**config.mk**
```make
export PLATFORM = sky130hd
export DESIGN_NAME = n64_controller_link_flat
export DESIGN_NICKNAME = d
export VERILOG_FILES = /design/src/rtl/n64_controller_link_if.sv /design/src/rtl/n64_controller_link.sv /design/src/flat_wrapper.sv
export SDC_FILE = /design/constraint.sdc
export NUM_CORES = 1
export LEC_CHECK = 0
export ABC_CLOCK_PERIOD_IN_PS = 4000
export CAP_MARGIN = 40
export CORE_ASPECT_RATIO = 0.75
export CORE_UTILIZATION = 50
export CTS_CLUSTER_DIAMETER = 40
export DETAILED_ROUTE_END_ITERATION = 7
export MAX_ROUTING_LAYER = met4
export PLACE_DENSITY_LB_ADDON = 0.08
export SLEW_MARGIN = 25
export SYNTH_ARGS = -nofsm -noshare
export SYNTH_HDL_FRONTEND = slang
export SYNTH_SLANG_ARGS = --single-unit
```
**constraint.sdc**
```tcl
create_clock -name PCLK -period 4 [get_ports PCLK]
set_input_delay 0.8 -clock PCLK [delete_from_list [all_inputs] [get_ports PCLK]]
set_output_delay 0.8 -clock PCLK [all_outputs]
set_load 0.03 [all_outputs]
```
**src/rtl/n64_controller_link_if.sv**
```systemverilog
// Signal bundle between the N64 controller link engine and its user.
// The link engine takes the slave modport; the user / line side takes master.
interface n64_controller_link_if;
  logic        polling_enable;
  logic        controller_reset;
  logic        data_in;
  logic        data_oe;
  logic [31:0] button_data;
  logic        data_valid;
  logic        link_error;
  logic        busy;
  logic [7:0]  err_count;

  modport master (
    output polling_enable, controller_reset, data_in,
    input  data_oe, button_data, data_valid, link_error, busy, err_count
  );

  modport slave (
    input  polling_enable, controller_reset, data_in,
    output data_oe, button_data, data_valid, link_error, busy, err_count
  );
endinterface

```
**src/rtl/n64_controller_link.sv**
```systemverilog
// N64 controller single-wire link: sends 0x01 poll / 0xFF reset commands,
// receives the response frame and publishes the 32-bit button word.
// Optional feature macro: N64_ERR_COUNT_EN (saturating link error counter).
module n64_controller_link #(
  parameter int US_CYCLES       = 100,
  parameter int POLL_GAP_US     = 1000,
  parameter int RESP_TIMEOUT_US = 100,
  parameter int END_IDLE_US     = 8
) (
  input  logic                   PCLK,
  input  logic                   PRESERN,
  n64_controller_link_if.slave   link
);

  localparam logic [23:0] SHORT_T   = 24'(US_CYCLES);
  localparam logic [23:0] LONG_T    = 24'(3 * US_CYCLES);
  localparam logic [23:0] BIT_T     = 24'(4 * US_CYCLES);
  localparam logic [23:0] SAMPLE_T  = 24'(2 * US_CYCLES);
  localparam logic [23:0] TIMEOUT_T = 24'(RESP_TIMEOUT_US * US_CYCLES);
  localparam logic [23:0] END_T     = 24'(END_IDLE_US * US_CYCLES);
  localparam logic [23:0] GAP_T     = 24'(POLL_GAP_US * US_CYCLES);

  // The inter-poll gap is the longest interval and must fit the 24-bit timer.
  if ((64'(POLL_GAP_US) * 64'(US_CYCLES)) >= 64'd16777216) begin : g_gap_check
    $error("POLL_GAP_US*US_CYCLES does not fit the 24-bit timer");
  end

  typedef enum logic [2:0] {
    ST_IDLE, ST_TX_BIT, ST_TX_STOP, ST_RX_WAIT, ST_RX_BIT, ST_GAP
  } state_t;

  state_t      state_reg;
  logic [1:0]  sync_reg;
  logic        line_prev_reg;
  logic [7:0]  cmd_reg;
  logic [2:0]  tx_idx_reg;
  logic [23:0] timer_reg;
  logic [5:0]  bit_cnt_reg;
  logic [32:0] shift_reg;
  logic        sampled_reg;
  logic        rst_sent_reg;
  logic        data_oe_reg;
  logic [31:0] button_reg;
  logic        valid_reg;
  logic        error_reg;

  logic        line;
  logic        line_fall;
  logic [23:0] tx_low_t;

  assign line      = sync_reg[1];
  assign line_fall = line_prev_reg & ~line;
  // A '1' bit is a short low pulse, a '0' bit a long one.
  assign tx_low_t  = cmd_reg[3'd7 - tx_idx_reg] ? SHORT_T : LONG_T;

  // Two-flop synchronizer plus one history flop for falling-edge detection.
  always_ff @(posedge PCLK) begin
    if (PRESERN) begin
      sync_reg      <= 2'b11;
      line_prev_reg <= 1'b1;
    end else begin
      sync_reg      <= {sync_reg[0], link.data_in};
      line_prev_reg <= sync_reg[1];
    end
  end

  // Transaction FSM: command transmit, response receive, inter-poll gap.
  always_ff @(posedge PCLK) begin
    if (PRESERN) begin
      state_reg    <= ST_IDLE;
      cmd_reg      <= '0;
      tx_idx_reg   <= '0;
      timer_reg    <= '0;
      bit_cnt_reg  <= '0;
      shift_reg    <= '0;
      sampled_reg  <= 1'b0;
      rst_sent_reg <= 1'b0;
      data_oe_reg  <= 1'b0;
      button_reg   <= '0;
      valid_reg    <= 1'b0;
      error_reg    <= 1'b0;
    end else begin
      valid_reg <= 1'b0;
      error_reg <= 1'b0;
      if (!link.controller_reset) begin
        rst_sent_reg <= 1'b0;
      end
      case (state_reg)
        ST_IDLE: begin
          timer_reg  <= '0;
          tx_idx_reg <= '0;
          if (link.controller_reset && !rst_sent_reg) begin
            cmd_reg      <= 8'hFF;
            rst_sent_reg <= 1'b1;
            data_oe_reg  <= 1'b1;
            state_reg    <= ST_TX_BIT;
          end else if (link.polling_enable) begin
            cmd_reg     <= 8'h01;
            data_oe_reg <= 1'b1;
            state_reg   <= ST_TX_BIT;
          end
        end
        ST_TX_BIT: begin
          if (timer_reg == BIT_T - 24'd1) begin
            timer_reg   <= '0;
            data_oe_reg <= 1'b1;
            if (tx_idx_reg == 3'd7) begin
              state_reg <= ST_TX_STOP;
            end else begin
              tx_idx_reg <= tx_idx_reg + 3'd1;
            end
          end else begin
            timer_reg <= timer_reg + 24'd1;
            if (timer_reg == tx_low_t - 24'd1) begin
              data_oe_reg <= 1'b0;
            end
          end
        end
        ST_TX_STOP: begin
          if (timer_reg == SHORT_T - 24'd1) begin
            data_oe_reg <= 1'b0;
            timer_reg   <= '0;
            bit_cnt_reg <= '0;
            shift_reg   <= '0;
            state_reg   <= ST_RX_WAIT;
          end else begin
            timer_reg <= timer_reg + 24'd1;
          end
        end
        ST_RX_WAIT: begin
          if (line_fall) begin
            timer_reg   <= '0;
            sampled_reg <= 1'b0;
            state_reg   <= ST_RX_BIT;
          end else if (timer_reg == TIMEOUT_T - 24'd1) begin
            error_reg <= 1'b1;
            timer_reg <= '0;
            state_reg <= ST_GAP;
          end else begin
            timer_reg <= timer_reg + 24'd1;
          end
        end
        ST_RX_BIT: begin
          // Before the sample the timer measures edge-to-sample time;
          // after it, it measures how long the line has been high.
          if (line_fall) begin
            timer_reg   <= '0;
            sampled_reg <= 1'b0;
          end else if (!sampled_reg) begin
            if (timer_reg == SAMPLE_T - 24'd1) begin
              shift_reg   <= {shift_reg[31:0], line};
              bit_cnt_reg <= (bit_cnt_reg == 6'd63) ? 6'd63 : bit_cnt_reg + 6'd1;
              sampled_reg <= 1'b1;
              timer_reg   <= '0;
            end else begin
              timer_reg <= timer_reg + 24'd1;
            end
          end else if (!line) begin
            timer_reg <= '0;
          end else if (timer_reg == END_T - 24'd1) begin
            if (cmd_reg == 8'h01) begin
              if (bit_cnt_reg == 6'd33) begin
                button_reg <= shift_reg[32:1];
                valid_reg  <= 1'b1;
              end else begin
                error_reg <= 1'b1;
              end
            end
            timer_reg <= '0;
            state_reg <= ST_GAP;
          end else begin
            timer_reg <= timer_reg + 24'd1;
          end
        end
        ST_GAP: begin
          data_oe_reg <= 1'b0;
          if (timer_reg == GAP_T - 24'd1) begin
            timer_reg <= '0;
            state_reg <= ST_IDLE;
          end else begin
            timer_reg <= timer_reg + 24'd1;
          end
        end
        default: begin
          data_oe_reg <= 1'b0;
          state_reg   <= ST_IDLE;
        end
      endcase
    end
  end

  assign link.data_oe     = data_oe_reg;
  assign link.button_data = button_reg;
  assign link.data_valid  = valid_reg;
  assign link.link_error  = error_reg;
  assign link.busy        = (state_reg != ST_IDLE);

`ifdef N64_ERR_COUNT_EN
  logic [7:0] err_count_reg;

  // Saturating count of link_error pulses.
  always_ff @(posedge PCLK) begin
    if (PRESERN) begin
      err_count_reg <= '0;
    end else if (error_reg && (err_count_reg != 8'hFF)) begin
      err_count_reg <= err_count_reg + 8'd1;
    end
  end

  assign link.err_count = err_count_reg;
`else
  assign link.err_count = 8'h00;
`endif

endmodule

```
**src/flat_wrapper.sv**
```systemverilog
// flat-port wrapper written by rule: the top's interface ports become plain ports
module n64_controller_link_flat 
#(
  parameter int US_CYCLES       = 100,
  parameter int POLL_GAP_US     = 1000,
  parameter int RESP_TIMEOUT_US = 100,
  parameter int END_IDLE_US     = 8
)
  (PCLK, PRESERN, link_polling_enable, link_controller_reset, link_data_in, link_data_oe, link_button_data, link_data_valid, link_link_error, link_busy, link_err_count);
  n64_controller_link_if link_i ();
  input  logic PCLK;
  input  logic PRESERN;
  input wire logic [$bits(link_i.polling_enable)-1:0] link_polling_enable;
  input wire logic [$bits(link_i.controller_reset)-1:0] link_controller_reset;
  input wire logic [$bits(link_i.data_in)-1:0] link_data_in;
  output wire logic [$bits(link_i.data_oe)-1:0] link_data_oe;
  output wire logic [$bits(link_i.button_data)-1:0] link_button_data;
  output wire logic [$bits(link_i.data_valid)-1:0] link_data_valid;
  output wire logic [$bits(link_i.link_error)-1:0] link_link_error;
  output wire logic [$bits(link_i.busy)-1:0] link_busy;
  output wire logic [$bits(link_i.err_count)-1:0] link_err_count;
  assign link_i.polling_enable = link_polling_enable;
  assign link_i.controller_reset = link_controller_reset;
  assign link_i.data_in = link_data_in;
  assign link_data_oe = link_i.data_oe;
  assign link_button_data = link_i.button_data;
  assign link_data_valid = link_i.data_valid;
  assign link_link_error = link_i.link_error;
  assign link_busy = link_i.busy;
  assign link_err_count = link_i.err_count;
  n64_controller_link #(.US_CYCLES(US_CYCLES), .POLL_GAP_US(POLL_GAP_US), .RESP_TIMEOUT_US(RESP_TIMEOUT_US), .END_IDLE_US(END_IDLE_US)) u_core (.PCLK(PCLK), .PRESERN(PRESERN), .link(link_i));
endmodule
```
==> results of run 1 <==
==> per-layer routing <==
| metal | vias to the layer above | global-route usage (%) | share of wire, % |
|---|---|---|---|
| met5 | - | - | 0 |
| met4 | 0 | 6.10 | 0.78 |
| met3 | 11 | 4.79 | 5.9 |
| met2 | 121 | 36.0 | 44 |
| met1 | 2105 | 34.9 | 49 |
| li1 | 2220 | - | - |
==> worst reg2reg max path, cell delays in order (launching register included) <==
cell,delay (ps)
dfxtp_1,400
ha_1,300
nand3_1,120
or3_1,320
nor4_1,510
o21ai_1,260
o31a_1,450
and3_1,240
a221o_1,260
==> final cells by class <==
class | instances | area (µm²)
fill | 885 | 3950
inverter | 8 | 30.0
sequential | 111 | 2220
multi-input combinational | 464 | 2530
clock buffer | 10 | 239
clock inverter | 6 | 50.0
tap | 132 | 165
timing repair buffer | 50 | 474
==> path summary, 6_finish.rpt <==
kind / from / endpoint / slack, ps / cells past startpoint
hold / removal: u_core.sync_reg[0] / u_core.sync_reg[1] / 450 / 1
hold reg to reg: u_core.sync_reg[0] / u_core.sync_reg[1] / 450 / 1
setup reg to reg: u_core.timer_reg[1] / u_core.timer_reg[7] / 1020 / 8
setup / recovery: u_core.state_reg[0] / link_busy / 960 / 4
==> report_power, final <==
part           switching [mW]  internal, mW  leakage, nW  total, mW
logic                   0.426         0.212        0.827      0.638
registers              0.0687          1.14        0.896       1.21
clock network           0.424         0.451        0.147      0.875
==> cells in the mapped netlist, types with 3 or more instances <==
cell type / n / area share, %
xor2_1: 5 / 0.88
clkbuf_1: 29 / 2.2
nand4_1: 12 / 1.5
and4_1: 4 / 0.70
a21o_1: 4 / 0.60
xnor2_1: 5 / 0.88
buf_4: 10 / 1.5
a22o_1: 4 / 0.70
nor3b_1: 3 / 0.45
nor2b_1: 5 / 0.63
o311ai_0: 3 / 0.53
or4_1: 3 / 0.45
ha_1: 5 / 1.3
nor2_1: 23 / 1.7
dfxtp_1: 111 / 45
inv_1: 8 / 0.60
a31oi_1: 3 / 0.38
o22ai_1: 3 / 0.38
nor4_1: 9 / 1.1
and3_1: 8 / 1.0
or2_2: 5 / 0.63
nand3_1: 53 / 5.3
nand3b_1: 3 / 0.45
or3_1: 3 / 0.38
a211oi_1: 16 / 2.4
nand2b_1: 6 / 0.75
a21oi_1: 85 / 8.5
o21ai_0: 12 / 1.2
buf_2: 8 / 0.80
nand2_1: 130 / 9.8
nor3_1: 11 / 1.1
and2_1: 3 / 0.38
==> kinds of logic (layout without fill, tap and decap cells) <==
logic type / after synthesis / after routing / share of synthesized area, %
flops: 111 / 111 / 44.6
simple gates: 291 / 291 / 28.3
fa+ha+maj: 5 / 5 / 1.26
mux: 2 / 2 / 0.402
other cells: 1 / 8 / 0.0752
buf+inv: 58 / 74 / 5.50
xor+xnor: 10 / 10 / 1.76
compound gates: 148 / 148 / 18.1
==> through the flow <==
stage	cells	utilization (%)	worst slack (ps)	hold WS [ps]	area, µm²
floorplan	633	-	1490	389	5010
global placement	763	55.9	1010	390	5400
detailed placement	764	56.1	918	419	5410
CTS	780	59.0	876	436	5700
global route	781	59.1	773	446	5710
finish	781	59.1	963	450	5710
==> impl_metrics.env, run 1 <==
export IMPL_vias=4457
export IMPL_path_cells="nor3_1, buf_4, inv_1, clkdlybuf4s50_1"
export IMPL_yosys_warnings=0
export IMPL_root_buffer="clkbuf_16"
export IMPL_rsz0062_at_grt="no"
export IMPL_dieArea_um2=10400
export IMPL_vdd_ir_drop_max_mv=0.226
export IMPL_rows=31
export IMPL_wl_per_cell_um=15.0
export IMPL_critical_path_top_delay_family="buffers and inverters"
export IMPL_h_tree_depth=3
export IMPL_drtIter0Drc=364
export IMPL_grt_pass1_vias=3952
export IMPL_cts_hold_fix_buffers=0
export IMPL_gp_congestion=0.983
export IMPL_skew_ps=9.17
export IMPL_finalPower_mw=2.72
export IMPL_crit_type="flip-flop to output pin"
export IMPL_synth_async_reset_ratio_pct=0
export IMPL_cap_violations=0
export IMPL_crit_path_start_kind="flip-flop"
export IMPL_syn_to_final_growth_pct=14.6
export IMPL_fin_crit_sh_pct=75.9
export IMPL_critPathMaxFanout=22
export IMPL_setup_tns_ps=0
export IMPL_worst_path_largest_cell_delay_ps=830
export IMPL_slew_headroom_pct=48.3
export IMPL_endpoint_kind="output pin"
export IMPL_io_pins=49
export IMPL_synthFlopType="dfxtp_1"
export IMPL_core_um2=9660
export IMPL_finalSetupViolCount=0
export IMPL_fin_crit_ps=3040
export IMPL_layout_common_cells="nand2_1 (130), dfxtp_1 (111), a21oi_1 (85), nand3_1 (53), clkdlybuf4s50_1 (39)"
export IMPL_place_hpwl_mm=7.61
export IMPL_grt_start_max_net_pins=57
export IMPL_critPathBufInv=3
export IMPL_path_clk_slew_ps=70
export IMPL_cts_sinks=111
export IMPL_total_leakage_power_nw=1.87
export IMPL_start_util_pct=51.6
export IMPL_crit_slowest_cell="dfxtp_1"
export IMPL_fin_nets=654
export IMPL_cts_buffer_depth=2
export IMPL_synth_cell_types=60
export IMPL_drive_above_1_share_pct=6.16
export IMPL_ant_nets=0
export IMPL_largest_reg_flops=33
export IMPL_p_per_area_nw_per_um2=477
export IMPL_worst_pin_slew_ps=774
export IMPL_cts_resized=0
export IMPL_clock_latency_ps=350
export IMPL_finalHoldViolCount=0
export IMPL_port_buffer_count=40
export IMPL_drtPass1Iterations=5
export IMPL_grt_pass1_wl_mm=19.3
export IMPL_synth_area_um2=4980
export IMPL_netlist_instances=626
export IMPL_cts_tree="done"
export IMPL_cts_buffers=9
export IMPL_clock_fmax_ghz=0.329
export IMPL_hold_path_class="flip-flop to flip-flop"
export IMPL_yosysSeqAreaShare_pct=44.6
export IMPL_postSynthAreaPerCell_um2=7.96
export IMPL_route_detailed_drc=0
export IMPL_wirelength_mm=11.7
export IMPL_gr_total_overflow=0
export IMPL_antenna_found_initial=0
export IMPL_die_x_um=117
export IMPL_cts_setup_buffers=0
export IMPL_status="complete, no violations"
export IMPL_die_h_um=88.5
export IMPL_via_per_inst=5.71
export IMPL_grtUsageTotal_pct=24.7
export IMPL_maxSlewViolCount=0
export IMPL_required_ps=3200
export IMPL_synth_edff_count=0
export IMPL_layout_commonest_cell="nand2_1"
export IMPL_antenna_cells=0
export IMPL_arrival_ps=2240
export IMPL_ys_seq_elements=111
No activity file was read; power rests on OpenSTA's default activity.
==> inputs of run 2 (changes only) <==
--- a/config.mk
+++ b/config.mk
@@ -5,7 +5,7 @@
 export SDC_FILE = /design/constraint.sdc
 export NUM_CORES = 1
 export LEC_CHECK = 0
-export ABC_CLOCK_PERIOD_IN_PS = 4000
+export ABC_CLOCK_PERIOD_IN_PS = 2500
 export CAP_MARGIN = 40
 export CORE_ASPECT_RATIO = 0.75
 export CORE_UTILIZATION = 50
==> constraint.sdc (replaced) <==
create_clock -name PCLK -period 2.5 [get_ports PCLK]
set_input_delay 0.5 -clock PCLK [delete_from_list [all_inputs] [get_ports PCLK]]
set_output_delay 0.5 -clock PCLK [all_outputs]
set_load 0.03 [all_outputs]
==> run 2 against run 1 <==
The flow now finishes with violations (DRC). First-iteration DRC count grew 3.8%. Cell area grew 10%. Sequential share of layout area shrank 3.4 points. Global-route usage grew 0.75 points. Register-to-register slack lost 1000 ps. Via count grew 4.6%. Sequential power grew 55%. Setup slack lost 940 ps. Largest power group unchanged.
==> impl_metrics.env, run 2 (synthesized netlist as in run 1, its figures left out) <==
export IMPL_finalPower_mw=4.79
export IMPL_port_buffer_count=40
export IMPL_status="complete, but fails checks"
export IMPL_maxSlewViolCount=0
export IMPL_cts_tree="done"
export IMPL_vias=4663
export IMPL_ant_nets=0
export IMPL_instances_no_fill=843
export IMPL_layout_commonest_cell="nand2_1"
export IMPL_required_ps=2740
export IMPL_r2r_start="u_core.state_reg[2]"
export IMPL_skew_ps=8.49
export IMPL_grtUsageTotal_pct=25.4
export IMPL_cts_buffers=9
export IMPL_grt_pass1_vias=4025
export IMPL_gp_congestion=0.878
export IMPL_finalHoldViolCount=0
export IMPL_cts_buffer_depth=2
export IMPL_grt_start_max_net_pins=65
export IMPL_crit_type="flip-flop to flip-flop"
export IMPL_fin_hold_ws_ps=413
export IMPL_largest_reg_flops=33
export IMPL_cap_violations=0
export IMPL_place_inst=825
export IMPL_drtIter0Drc=378
export IMPL_antenna_cells=0
export IMPL_vdd_ir_drop_max_mv=0.335
export IMPL_internal_power_mw=3.24
export IMPL_worst_pin_slew_ps=648
export IMPL_crit_path_start_kind="flip-flop"
export IMPL_p_per_area_nw_per_um2=763
export IMPL_total_leakage_power_nw=2.22
export IMPL_clock_latency_ps=350
export IMPL_die_h_um=88.5
export IMPL_swShare_pct=32.5
export IMPL_gr_total_overflow=0
export IMPL_h_tree_depth=3
export IMPL_drive_above_1_share_pct=16.6
export IMPL_wirelength_mm=12.3
export IMPL_p_sw_mw=1.56
export IMPL_slew_headroom_pct=56.4
export IMPL_pwr_share_clk_pct=31.4
export IMPL_fin_nets=716
export IMPL_path_clk_slew_ps=70
export IMPL_dieArea_um2=10400
export IMPL_p_seq_share_pct=39.3
export IMPL_core_um2=9660
export IMPL_route_detailed_drc=2
export IMPL_endpoint_kind="flip-flop"
export IMPL_combinationalPowerShare_pct=29.2
export IMPL_finalWorstSetupSlack_ps=21.1
export IMPL_arrival_ps=2720
export IMPL_hp_start="u_core.sync_reg[0]"
export IMPL_drtPass1Iterations=6
export IMPL_wl_per_cell_um=14.6
export IMPL_setup_tns_ps=0
export IMPL_grt_pass1_wl_mm=19.8
export IMPL_pre_cts_slack_ps=-66.4
export IMPL_antenna_found_initial=0
export IMPL_via_per_inst=5.53
export IMPL_r2r_setup_slack_ps=20
export IMPL_hold_path_class="flip-flop to flip-flop"
export IMPL_layout_common_cells="nand2_1 (130), dfxtp_1 (104), a21oi_1 (83), buf_4 (70), nand3_1 (53)"
export IMPL_place_hpwl_mm=8.44
export IMPL_fin_crit_sh_pct=99.2
export IMPL_critPathMaxFanout=10
export IMPL_fin_crit_ps=2480
export IMPL_violations="DRC"
export IMPL_cts_sinks=111
export IMPL_die_x_um=117
export IMPL_clock_fmax_ghz=0.403
export IMPL_rsz0062_at_grt="yes"
export IMPL_syn_to_final_growth_pct=26.0
export IMPL_finalSetupViolCount=0
export IMPL_crit_start="u_core.state_reg[2]"
export IMPL_io_pins=49
export IMPL_rows=31
export IMPL_root_buffer="clkbuf_16"
export IMPL_start_util_pct=51.6
## run 2: cell types whose count changed in the layout (fill, tap and decap cells not counted), sizes merged
cell,previous run,this run
buf,11,73
bufinv,0,1
clkdlybuf4s50,39,38
clkinv,2,3
clkinvlp,0,1
dlymetal6s2s,0,1
inv,12,9
## run 2: area by class of cell
type / instances / area, µm²
repair buffers: 112 / 955
inverters: 8 / 30.0
clock inverters: 6 / 80.1
fillers: 853 / 3380
clock buffers: 10 / 239
multi-input cells: 464 / 2580
well taps: 132 / 165
flip-flops and latches: 111 / 2230
## run 2: final timing paths
| path | to | cells after the start |
|---|---|---|
| setup / recovery | u_core.timer_reg[7] | 7 |
| hold / removal | u_core.sync_reg[1] | 1 |
| setup reg to reg | u_core.timer_reg[7] | 7 |
| hold reg to reg | u_core.sync_reg[1] | 1 |
## run 2: power by group through the flow
| stage | sequential, mW | combinational (mW) | clock, mW |
|---|---|---|---|
| 6_report | 1.88 | 1.40 | 1.51 |
| 5_1_grt | 1.89 | 1.51 | 1.60 |
| 4_1_cts | 1.88 | 1.36 | 1.53 |
| 3_5_place_dp | 1.92 | 1.33 | 0 |
| 3_3_place_gp | 1.92 | 1.31 | 0 |
| 2_1_floorplan | 1.91 | 0.784 | 0 |
## run 2: repair_timing
item                                    in CTS  in global routing
hold buffers                                 0                  0
buffers inserted                             0                  2
pin swaps                                    1                  5
resized for setup                            4                 19
endpoints found under the setup margin      19                 37
## run 2: per-stage QoR
step / instance area [µm²] / util (%)
after global placement: 5880 / 60.9
after global routing: 6280 / 65.0
after CTS: 6220 / 64.4
final: 6280 / 65.0
after floorplan: 5010 / -
after detailed placement: 5880 / 60.9
## run 2: per-layer routing
layer  track usage, %  routed length (µm)  up-vias
met5                -                   0        -
met4             7.13                 165        0
met3             4.73                 687       14
met2             35.8                5490      137
met1             36.8                5990     2158
li1                 -                   -     2354
## run 2: critical path: stages, from the launching register on
cell and delay (ps):
dfxtp_1 550, nand3b_1 120, or4_1 440, o311a_1 330, o21a_4 150, o31a_1 360, and3_1 170, a221o_1 250
==> inputs of run 3 (changes only) <==
--- a/config.mk
+++ b/config.mk
@@ -8,6 +8,7 @@
 export ABC_CLOCK_PERIOD_IN_PS = 2500
 export CAP_MARGIN = 40
 export CORE_ASPECT_RATIO = 0.75
+export CORE_MARGIN = 5
 export CORE_UTILIZATION = 50
 export CTS_CLUSTER_DIAMETER = 40
 export DETAILED_ROUTE_END_ITERATION = 7
==> run 3 against run 2 <==
The flow now finishes without violations. Via count stayed put. Sequential cell count stayed put. Fmax is 1.3% higher. Clock skew is 1.9 ps higher. Combinational power is 3% lower. Wire length is 3.8% higher. Hold slack hardly changed. Critical endpoint unchanged. Largest power group unchanged.
==> impl_metrics.env, run 3 (synthesized netlist as in run 1, its figures left out) <==
export IMPL_total_leakage_power_nw=2.15
export IMPL_core_um2=9700
export IMPL_root_buffer="clkbuf_16"
export IMPL_worst_pin_slew_ps=596
export IMPL_ant_nets=0
export IMPL_largest_reg_flops=33
export IMPL_swShare_pct=33.0
export IMPL_r2r_start="u_core.timer_reg[19]"
export IMPL_worst_path_largest_cell_delay_ps=370
export IMPL_vdd_ir_drop_max_mv=0.457
export IMPL_gp_congestion=0.915
export IMPL_place_hpwl_mm=8.82
export IMPL_grt_pass1_vias=4180
export IMPL_rows=31
export IMPL_antenna_found_initial=0
export IMPL_h_tree_depth=3
export IMPL_finalSetupViolCount=0
export IMPL_crit_slowest_cell="o31a_1"
export IMPL_clock_latency_ps=360
export IMPL_drtPass1Iterations=5
export IMPL_critical_path_top_delay_family="simple AND/OR/NAND/NOR gates"
export IMPL_fin_hold_ws_ps=413
export IMPL_port_buffer_count=40
export IMPL_critPathBufInv=1
export IMPL_p_seq_share_pct=40.0
export IMPL_finalHoldViolCount=0
export IMPL_layout_common_cells="nand2_1 (130), dfxtp_1 (104), a21oi_1 (85), buf_4 (54), nand3_1 (53)"
export IMPL_cts_buffer_depth=2
export IMPL_drtIter0Drc=368
export IMPL_route_detailed_drc=0
export IMPL_final_util_pct=64.0
export IMPL_pwr_share_clk_pct=31.5
export IMPL_io_pins=49
export IMPL_pre_cts_slack_ps=-66.2
export IMPL_hp_start="u_core.sync_reg[0]"
export IMPL_vias=4663
export IMPL_fin_crit_sh_pct=97.9
export IMPL_via_per_inst=5.62
export IMPL_wl_per_cell_um=15.4
export IMPL_rsz0062_at_grt="yes"
export IMPL_maxSlewViolCount=0
export IMPL_cap_violations=0
export IMPL_cts_sinks=111
export IMPL_n_fill_cell=888
export IMPL_internal_power_mw=3.20
export IMPL_path_cells="nor4_2, buf_4, nand4_1, or2_4, o21a_4, o31a_1, and3_1, a221o_1"
export IMPL_die_x_um=125
export IMPL_slew_headroom_pct=59.9
export IMPL_setup_tns_ps=0
export IMPL_fin_crit_ps=2450
export IMPL_start_util_pct=51.4
export IMPL_crit_path_start_kind="flip-flop"
export IMPL_combinationalPowerShare_pct=28.5
export IMPL_path_clk_slew_ps=80
export IMPL_cts_tree="done"
export IMPL_crit_type="flip-flop to flip-flop"
export IMPL_p_per_area_nw_per_um2=770
export IMPL_clock_fmax_ghz=0.409
export IMPL_drive_above_1_share_pct=14.9
export IMPL_endpoint_kind="flip-flop"
export IMPL_crit_start="u_core.timer_reg[19]"
export IMPL_cts_buffers=9
export IMPL_dieArea_um2=12100
export IMPL_syn_to_final_growth_pct=24.5
export IMPL_antenna_cells=0
export IMPL_grt_start_max_net_pins=54
export IMPL_die_h_um=96.5
export IMPL_status="complete, no violations"
export IMPL_required_ps=2740
export IMPL_gr_total_overflow=0
export IMPL_layout_commonest_cell="nand2_1"
export IMPL_critPathMaxFanout=6
export IMPL_wirelength_mm=12.8
export IMPL_p_sw_mw=1.58
export IMPL_hold_path_class="flip-flop to flip-flop"
export IMPL_grt_pass1_wl_mm=21.0
export IMPL_finalWorstSetupSlack_ps=52.2
export IMPL_arrival_ps=2690
export IMPL_skew_ps=10.4
export IMPL_fin_nets=702
export IMPL_grtUsageTotal_pct=22.0
## run 3: cell types whose count changed in the layout (fill, tap and decap cells not counted), sizes merged
cell / change
clkinv: -1
clkbuf: -1
buf: -14
inv: +2
## run 3: layer usage
metal | vias to the layer above | wire length (µm) | global-route usage (%)
li1 | 2324 | - | -
met1 | 2162 | 6130 | 30.3
met2 | 164 | 5650 | 32.4
met3 | 13 | 904 | 5.27
met4 | 0 | 116 | 6.32
met5 | - | 0 | -
## run 3: timing repair
item,in CTS,in global routing
setup buffers,0,1
hold buffers,0,0
setup endpoints to repair,19,51
resized for setup,4,19
pin swaps,2,4
## run 3: power by group through the flow
| stage | registers [mW] | logic, mW | clock network [mW] |
|---|---|---|---|
| after detailed placement | 1.94 | 1.30 | 0 |
| after global placement | 1.94 | 1.28 | 0 |
| after floorplan | 1.91 | 0.784 | 0 |
| after CTS | 1.90 | 1.33 | 1.53 |
| after global routing | 1.92 | 1.49 | 1.60 |
| final | 1.91 | 1.36 | 1.50 |
## run 3: worst paths after layout
path	end	slack [ps]	cells after the start
worst max register to register	u_core.timer_reg[7]	50	8
worst min-delay path	u_core.sync_reg[1]	410	1
worst min register to register	u_core.sync_reg[1]	410	1
worst max-delay path	u_core.timer_reg[7]	50	8
## run 3: area by class of cell
cell class              instances  area, µm²  share of cell area, %
multi-input cells             464       2590                   41.7
flip-flops and latches        111       2230                   36.0
repair buffers                 98        875                   14.1
clock buffers                   9        225                   3.63
well taps                     132        165                   2.66
clock inverters                 7       88.8                   1.43
inverters                       8       30.0                  0.484
## run 3: metrics by stage
| step | total power [mW] | std cells | area, µm² |
|---|---|---|---|
| after floorplan | 2.70 | 633 | 5010 |
| final | 4.78 | 829 | 6200 |
| after CTS | 4.76 | 828 | 6140 |
| after detailed placement | 3.24 | 812 | 5810 |
| after global placement | 3.22 | 812 | 5810 |
| after global routing | 5.01 | 829 | 6200 |
